[src/rtl/fetch_queue.sv]
`default_nettype none
// fetch_queue: fetches 64-bit memory words, splits them into 32-bit instructions and
// presents them through a show-ahead FIFO with flush/redirect support.  Rev 1.0
module fetch_queue #(
  parameter int DEPTH  = 4,
  parameter int ADDR_W = 32
) (
  input  logic                   clock,
  input  logic                   reset_n,
  input  logic                   flush,
  input  logic [ADDR_W-1:0]      flush_pc,
  output logic                   mem_req,
  output logic [ADDR_W-1:0]      mem_addr,
  input  logic                   mem_ack,
  input  logic [63:0]            mem_data,
  output logic                   ir_valid,
  input  logic                   ir_ready,
  output logic [31:0]            ir,
  output logic [ADDR_W-1:0]      ir_pc,
  output logic [$clog2(DEPTH):0] count
);
  localparam int PTR_W = $clog2(DEPTH);
  localparam int CNT_W = PTR_W + 1;

  typedef enum logic [1:0] {
    S_IDLE  = 2'd0,
    S_REQ   = 2'd1,
    S_DRAIN = 2'd2
  } state_t;

  state_t            r_state;
  state_t            w_state_nxt;
  logic [ADDR_W-1:0] r_fetch_pc;
  logic [ADDR_W-1:0] w_fetch_pc_nxt;
  logic [ADDR_W-1:0] r_addr;
  logic              r_run;

  logic [31:0]       r_ir_mem [DEPTH];
  logic [ADDR_W-1:0] r_pc_mem [DEPTH];
  logic [PTR_W-1:0]  r_wptr;
  logic [PTR_W-1:0]  r_rptr;
  logic [CNT_W-1:0]  r_count;

  logic [CNT_W-1:0]  w_free;
  logic [CNT_W-1:0]  w_push_n;
  logic [PTR_W-1:0]  w_wptr1;
  logic [ADDR_W-1:0] w_flush_pc;
  logic [ADDR_W-1:0] w_line_addr;
  logic [ADDR_W-1:0] w_next_line;
  logic [ADDR_W-1:0] w_hi_pc;
  logic              w_issue;
  logic              w_push;
  logic              w_push2;
  logic              w_pop;

  assign w_flush_pc  = flush_pc & {{(ADDR_W-2){1'b1}}, 2'b00};
  assign w_line_addr = {3'b000, r_fetch_pc[ADDR_W-1:3]};
  assign w_next_line = {r_fetch_pc[ADDR_W-1:3] + (ADDR_W-3)'(1), 3'b000};
  assign w_hi_pc     = {r_fetch_pc[ADDR_W-1:3], 3'b100};
  assign w_free      = CNT_W'(DEPTH) - r_count;

  // r_run keeps the request line low while reset is held and for the release cycle.
  always_comb begin
    w_state_nxt    = r_state;
    w_fetch_pc_nxt = r_fetch_pc;
    w_issue        = 1'b0;
    w_push         = 1'b0;
    case (r_state)
      S_IDLE: begin
        if (flush) begin
          w_fetch_pc_nxt = w_flush_pc;
        end else if (r_run && (w_free >= CNT_W'(2))) begin
          w_issue     = 1'b1;
          w_state_nxt = S_REQ;
        end
      end
      S_REQ: begin
        if (flush) begin
          w_fetch_pc_nxt = w_flush_pc;
          w_state_nxt    = mem_ack ? S_IDLE : S_DRAIN;
        end else if (mem_ack) begin
          w_push         = 1'b1;
          w_fetch_pc_nxt = w_next_line;
          w_state_nxt    = S_IDLE;
        end
      end
      S_DRAIN: begin
        if (flush) begin
          w_fetch_pc_nxt = w_flush_pc;
        end
        if (mem_ack) begin
          w_state_nxt = S_IDLE;
        end
      end
      default: w_state_nxt = S_IDLE;
    endcase
  end

  always_ff @(posedge clock or negedge reset_n) begin
    if (!reset_n) begin
      r_state    <= S_IDLE;
      r_fetch_pc <= '0;
      r_addr     <= '0;
      r_run      <= 1'b0;
    end else begin
      r_state    <= w_state_nxt;
      r_fetch_pc <= w_fetch_pc_nxt;
      r_run      <= 1'b1;
      if (w_issue) begin
        r_addr <= w_line_addr;
      end
    end
  end

  // The issued address is latched so a drain keeps presenting it while fetch_pc moves on.
  assign mem_req  = w_issue | (r_state != S_IDLE);
  assign mem_addr = (r_state == S_IDLE) ? w_line_addr : r_addr;

  assign w_push2  = w_push & ~r_fetch_pc[2];
  assign w_pop    = ir_valid & ir_ready & ~flush;
  assign w_wptr1  = r_wptr + PTR_W'(1);
  assign w_push_n = w_push ? (w_push2 ? CNT_W'(2) : CNT_W'(1)) : '0;

  always_ff @(posedge clock) begin
    if (w_push) begin
      r_ir_mem[r_wptr] <= r_fetch_pc[2] ? mem_data[63:32] : mem_data[31:0];
      r_pc_mem[r_wptr] <= r_fetch_pc;
      if (w_push2) begin
        r_ir_mem[w_wptr1] <= mem_data[63:32];
        r_pc_mem[w_wptr1] <= w_hi_pc;
      end
    end
  end

  always_ff @(posedge clock or negedge reset_n) begin
    if (!reset_n) begin
      r_wptr  <= '0;
      r_rptr  <= '0;
      r_count <= '0;
    end else if (flush) begin
      r_wptr  <= '0;
      r_rptr  <= '0;
      r_count <= '0;
    end else begin
      r_wptr  <= r_wptr + w_push_n[PTR_W-1:0];
      r_rptr  <= r_rptr + PTR_W'(w_pop);
      r_count <= r_count + w_push_n - CNT_W'(w_pop);
    end
  end

  assign count    = r_count;
  assign ir_valid = (r_count != '0);
  assign ir       = ir_valid ? r_ir_mem[r_rptr] : '0;
  assign ir_pc    = ir_valid ? r_pc_mem[r_rptr] : '0;

endmodule
`default_nettype wire

[config.mk]
export PLATFORM = sky130hd
export DESIGN_NAME = fetch_queue
export DESIGN_NICKNAME = d
export VERILOG_FILES = /design/src/rtl/fetch_queue.sv
export SDC_FILE = /design/constraint.sdc
export NUM_CORES = 1
export LEC_CHECK = 0
export ABC_AREA = 1
export BUFFER_PORTS_ARGS = -buffer_cell sky130_fd_sc_hd__buf_2
export CORE_AREA = 5 5 170 172
export DETAILED_ROUTE_END_ITERATION = 10
export DIE_AREA = 0 0 175 177
export PLACE_DENSITY_LB_ADDON = 0.3
export SYNTH_ARGS = -nofsm -noshare
export SYNTH_HDL_FRONTEND = slang
export SYNTH_SLANG_ARGS = --single-unit
[constraint.sdc]
create_clock -name clock -period 4.3 [get_ports clock]
set_clock_uncertainty 0.1 [all_clocks]
set_input_delay 1.29 -clock clock [delete_from_list [all_inputs] [get_ports clock]]
set_output_delay 1.29 -clock clock [all_outputs]
set_load 0.01 [all_outputs]
==> results.json, run 1 <==
{
  "status": "finished, final reports clean",
  "slew_headroom": 0.430,
  "fin_setup_tns_ns": 0,
  "timing.final.crit_share": 0.915,
  "grtUsageTotal": 0.281,
  "cts_setup_buffers": 0,
  "grt-ovfl-total": 0,
  "antenna_left": 0,
  "critical_path.max_fanout": 38,
  "p_per_area_nw_per_um2": 545,
  "layout-drive-gt1-share": 0.146,
  "vias": 13800,
  "antenna_found_initial": 1,
  "fin_ws_ns": 0.367,
  "firstDrtPassIters": 7,
  "gp_congestion": 0.905,
  "hold_path.class": "reg2reg",
  "core_sq_um": 27300,
  "grt_pass1_vias": 13500,
  "clock_latency_ns": 0.50,
  "final_common_cell": "nor2_1",
  "cts_max_level": 2,
  "maxCapViolCount": 0,
  "io_pins": 202,
  "wl_um": 43800,
  "synth_area_sq_um": 16000,
  "tightest_slew_ns": 0.856,
  "end_kind": "output pin",
  "fp-row-count": 61,
  "hold_violations": 0,
  "yosysWarnings": 0,
  "cts_root_buf": "clkbuf_16",
  "startpoint_type": "flip-flop",
  "final_cell_mix": "552 x nor2_1, 276 x nand2_1, 265 x o21ai_0",
  "grt_pass1_wl_um": 69600,
  "cts_buffer_depth": 3,
  "hold-worst-slack_ns": 0.367,
  "synth_seq_area_share": 0.573,
  "viasPerCell": 5.72,
  "avgSynthCellArea_sq_um": 8.44,
  "final_nets": 2151,
  "syn-instance-count": 1890,
  "layoutNonFillerInstCount": 2411,
  "cts_tree": "built",
  "ctsResizeCount": 0,
  "max_freq_mhz": 254,
  "vdd_ir_drop_max_uv": 324,
  "wl_per_cell_um": 18.2,
  "required_ns": 2.91,
  "critPathArrivalTime_ns": 2.54,
  "clkSinkCount": 317,
  "grt_start_max_net_pins": 93,
  "dpl.hpwl_um": 27200,
  "post-place-cells": 2349,
  "slowest_stage": "dfrtp_4",
  "clk_pin_slew_ns": 0.06,
  "die_x_um": 175,
  "area_delta_synth_final_pct": 14.4,
  "ctsHoldBuffers": 0,
  "cpPeakStageDelay_ns": 0.65,
  "place_ws_ns": 0.917,
  "p_leak_nw": 7.81,
  "finalCriticalPeriod_ns": 3.93,
  "initial_utilization": 0.584,
  "drc_errors": 0,
  "synth.distinct_cells": 34,
  "die_h_um": 177,
  "dr.first_iter.drc_count": 1482,
  "total_power_w": 0.00995,
  "crit_chain": "inv_2, buf_4, o21ai_0, a21oi_1, buf_2",
  "synth-seq-cells": 317,
  "maxSlewViolCount": 0,
  "path_class": "reg2out",
  "setup_viol": 0,
  "dieArea_sq_um": 31000,
  "rsz0062_at_grt": "no",
  "cts_buffers": 35,
  "io_buffer_count": 194,
  "antenna_cells": 0
}
==> report_power, final <==
| part | leakage, nW | switching, W | internal [W] | total (W) |
|---|---|---|---|---|
| Clock | 0.531 | 0.00115 | 0.00171 | 0.00286 |
| Sequential | 3.32 | 0.000249 | 0.00370 | 0.00394 |
| Combinational | 3.96 | 0.00215 | 0.000993 | 0.00314 |
==> per-layer routing <==
layer | track usage | wire [um] | up-vias
li1 | - | - | 6564
met1 | 0.369 | 16800 | 6416
met2 | 0.481 | 21700 | 706
met3 | 0.0468 | 4170 | 93
met4 | 0.0926 | 1140 | 2
met5 | 0 | 7 | -
==> stage by stage <==
step	utilization	instance area (sq um)
6_report	0.668	18300
3_3_place_gp	0.628	17200
2_1_floorplan	-	16000
5_1_grt	0.668	18300
3_5_place_dp	0.628	17200
4_1_cts	0.668	18300
==> layout make-up <==
cell class,instances,area (sq um)
sequential,317,9140
timing repair buffer,230,1290
clock buffer,50,985
inverter,100,375
multi-input combinational,1356,5920
tap,346,433
clock inverter,12,106
fill,2202,9070
==> cell usage after synthesis <==
cell type | count | area [sq um]
nor2_1 | 557 | 2090
nand2_1 | 276 | 1040
o21ai_0 | 265 | 1330
edfxtp_1 | 244 | 7330
a21oi_1 | 168 | 841
inv_1 | 90 | 338
dfrtp_1 | 69 | 1730
clkbuf_1 | 66 | 248
buf_2 | 39 | 195
nand3_1 | 35 | 175
buf_4 | 10 | 75.1
ha_1 | 9 | 113
inv_2 | 9 | 33.8
o21ai_1 | 7 | 35.0
xor2_1 | 7 | 61.3
o22ai_1 | 6 | 37.5
dfxtp_1 | 4 | 80.1
nand4_1 | 4 | 25.0
buf_1 | 3 | 11.3
buf_6 | 3 | 33.8
nor2_2 | 3 | 18.8
nor3_1 | 3 | 15.0
conb_1 | 2 | 7.51
a31oi_1 | 1 | 6.26
and2_1 | 1 | 6.26
clkinv_1 | 1 | 3.75
fa_1 | 1 | 20.0
nand2_2 | 1 | 6.26
nand2_4 | 1 | 11.3
nor3_4 | 1 | 16.3
o21ai_2 | 1 | 8.76
o31ai_1 | 1 | 7.51
or3b_2 | 1 | 8.76
xnor2_1 | 1 | 8.76
==> worst max-delay path, delay by kind of cell, from the launching register on <==
family	cells	cell delay (ns)
flip-flops	1	0.65
AO/OA/AOI/OAI	2	0.42
buffers and inverters	3	0.95
==> flip-flops by register name, summed over array words and instances (netlist names) <==
register and flops:
r_pc_mem 120, r_rptr 2, r_ir_mem 128, r_state 2, r_wptr 2, r_fetch_pc 30, count 3, r_addr 29
r_run 1
==> cell families (layout without fill, tap and decap cells) <==
group | Yosys count | in the layout | share of synthesized area
buffers and inverters | 221 | 392 | 0.0588
XOR/XNOR | 8 | 8 | 0.00439
flip-flops | 317 | 317 | 0.573
adder cells (fa/ha/maj) | 10 | 10 | 0.00831
AO/OA/AOI/OAI | 449 | 449 | 0.142
other | 2 | 6 | 0.000471
AND/OR/NAND/NOR | 883 | 883 | 0.214
==> worst paths after layout <==
check                                    start             end  slack, ns  cells past startpoint
worst max-delay path                 r_rptr[0]          ir[11]       0.37                      5
worst min-delay path            r_pc_mem[2][2]  r_pc_mem[2][2]       0.37                      2
worst max register to register        count[0]        count[2]       1.13                     14
worst min register to register  r_pc_mem[2][2]  r_pc_mem[2][2]       0.37                      2
max in group asynchronous              reset_n  r_fetch_pc[12]       2.53                      2
min in group asynchronous              reset_n  r_fetch_pc[15]       0.74                      1
Note: power is estimated with default switching activity, not from simulation.
==> run 2: changes to the inputs <==
--- a/config.mk
+++ b/config.mk
@@ -7,9 +7,9 @@
 export LEC_CHECK = 0
 export ABC_AREA = 1
 export BUFFER_PORTS_ARGS = -buffer_cell sky130_fd_sc_hd__buf_2
-export CORE_AREA = 5 5 170 172
+export CORE_AREA = 5 5 237 239
 export DETAILED_ROUTE_END_ITERATION = 10
-export DIE_AREA = 0 0 175 177
+export DIE_AREA = 0 0 242 244
 export PLACE_DENSITY_LB_ADDON = 0.3
 export SYNTH_ARGS = -nofsm -noshare
 export SYNTH_HDL_FRONTEND = slang
==> run 2 against run 1 <==
Compared with the run above:
- hold slack got worse by 0.0074 ns
- via count fell by 2.5%
- largest power group unchanged
- sequential share of layout area fell by 1.9 points
- sequential power barely moved
- global-route usage fell by 12 points
- final area rose by 4.0%
- fmax fell by 1.1%
- register-to-register slack improved by 0.13 ns
- utilization fell by 31 points
- critical path type unchanged
- largest cell class unchanged
- first-iteration DRC count fell by 38%
- highest routed layer is now met4
==> results.json, run 2 (synthesis results as in run 1) <==
{
  "ctsResizeCount": 0,
  "switching_power_w": 0.00380,
  "slew_headroom": 0.366,
  "hold_violations": 0,
  "path_buf_inv": 2,
  "setup_viol": 0,
  "dieArea_sq_um": 59000,
  "status": "finished, final reports clean",
  "cts_root_buf": "clkbuf_16",
  "crit_chain": "buf_12, nor2_1, nor2_1, o21ai_0, a21oi_1, buf_2",
  "multiInputGateArea_sq_um": 5930,
  "antenna_found_initial": 0,
  "cts_setup_buffers": 0,
  "r2r-start": "count[0]",
  "vdd_ir_drop_max_uv": 338,
  "pwr-share-comb": 0.308,
  "p_sw_frac": 0.363,
  "grt-ovfl-total": 0,
  "critPathTopFamily": "flip-flops",
  "grtUsageTotal": 0.165,
  "reg2reg_slack_ns": 1.26,
  "io_buffer_count": 194,
  "area_delta_synth_final_pct": 19.0,
  "slowest_stage": "dfrtp_4",
  "maxCapViolCount": 0,
  "die_x_um": 242,
  "p_leak_nw": 7.92,
  "dpl.hpwl_um": 31300,
  "hold-worst-slack_ns": 0.359,
  "path_class": "reg2out",
  "final_core_util": 0.354,
  "ctsHoldBuffers": 0,
  "die_h_um": 244,
  "startpoint_type": "flip-flop",
  "worstHoldStart": "r_pc_mem[2][2]",
  "grt_start_max_net_pins": 73,
  "cts_buffer_depth": 3,
  "largest_register_ffs": 128,
  "hold_depth": 2,
  "fp-row-count": 85,
  "max_freq_mhz": 251,
  "gp_congestion": 0.906,
  "end_kind": "output pin",
  "whs_endpoint": "r_pc_mem[2][2]",
  "layout-drive-gt1-share": 0.152,
  "initial_utilization": 0.298,
  "cpPeakStageDelay_ns": 0.87,
  "reg2reg_depth": 14,
  "grt_pass1_wl_um": 77100,
  "p_per_area_nw_per_um2": 553,
  "dr.first_iter.drc_count": 926,
  "wl_um": 50100,
  "final_nets": 2152,
  "finalCriticalPeriod_ns": 3.98,
  "rsz0062_at_grt": "no",
  "place_ws_ns": 0.730,
  "drc_errors": 0,
  "core_sq_um": 53600,
  "cts_buffers": 39,
  "final_cell_mix": "552 x nor2_1, 276 x nand2_1, 265 x o21ai_0",
  "viasPerCell": 4.85,
  "firstDrtPassIters": 5,
  "fin_setup_tns_ns": 0,
  "antenna_cells": 0,
  "clk_pin_slew_ns": 0.06,
  "clock_latency_ns": 0.56,
  "p_seq_frac": 0.376,
  "r2r-end": "count[2]",
  "timing.final.crit_share": 0.925,
  "grt_pass1_vias": 13300,
  "wl_per_cell_um": 18.1,
  "required_ns": 2.91,
  "tightest_slew_ns": 0.951,
  "clkSinkCount": 317,
  "internal_power_w": 0.00668,
  "regArea_sq_um": 9140,
  "critPathArrivalTime_ns": 2.59,
  "fill_cells": 5508,
  "reg.largest.list": "r_ir_mem x128, r_pc_mem x120, r_fetch_pc x30",
  "cpMostUsedCell": "nor2_1",
  "antenna_left": 0,
  "critical_path.max_fanout": 56,
  "pwr-share-clk": 0.316,
  "top_register": "r_ir_mem",
  "maxSlewViolCount": 0,
  "vias": 13400,
  "hold_path.class": "reg2reg",
  "cts_tree": "built",
  "io_pins": 202,
  "cts_max_level": 2,
  "fin_ws_ns": 0.322,
  "final_common_cell": "nor2_1"
}
run 2: layout make-up:
| type | instances | area share |
|---|---|---|
| inverter | 100 | 0.0198 |
| clock buffer | 48 | 0.0543 |
| timing repair buffer | 227 | 0.0730 |
| tap | 696 | 0.0459 |
| multi-input combinational | 1356 | 0.312 |
| clock inverter | 23 | 0.0131 |
| sequential | 317 | 0.482 |
run 2: per-stage QoR:
step / cells / area (sq um) / total power, W
floorplan: 1894 / 16000 / 0.00593
global placement: 2696 / 17700 / 0.00722
detailed placement: 2696 / 17700 / 0.00727
CTS: 2767 / 19000 / 0.0106
global route: 2767 / 19000 / 0.0112
finish: 2767 / 19000 / 0.0105
run 2: how the worst max path moves through the flow:
stage | end | start | cells after the start | slack [ns]
after floorplan | r_ir_mem[1][0] | flush | 8 | 0.56
after global placement | ir_pc[21] | r_rptr[0] | 5 | 0.75
after detailed placement | ir_pc[19] | r_rptr[0] | 5 | 0.73
after CTS | ir_pc[19] | r_rptr[0] | 5 | 0.11
after global routing | ir_pc[28] | r_rptr[0] | 6 | 0.14
final | ir[0] | r_rptr[0] | 6 | 0.32
run 2: routing by layer:
layer | up-vias | track usage | share of wire
met5 | - | 0 | 0
met4 | 0 | 0.0363 | 0.019
li1 | 6565 | - | -
met2 | 442 | 0.289 | 0.49
met3 | 64 | 0.0304 | 0.059
met1 | 6359 | 0.213 | 0.43
run 2: power groups by stage:
stage	registers (W)	logic, W	clock network [W]
3_5_place_dp	0.00400	0.00327	0
5_1_grt	0.00398	0.00364	0.00354
3_3_place_gp	0.00399	0.00323	0
2_1_floorplan	0.00391	0.00201	0
4_1_cts	0.00394	0.00329	0.00341
6_report	0.00394	0.00323	0.00332
run 2: worst reg2reg max path: stages, from the launching register on:
cell	delay, ns
dfrtp_1	0.39
inv_1	0.08
ha_1	0.15
ha_2	0.43
buf_4	0.35
inv_1	0.09
nand2_1	0.13
nor2_1	0.08
ha_1	0.28
inv_1	0.06
ha_1	0.13
inv_1	0.05
fa_1	0.37
xor2_1	0.17
nor2_1	0.06
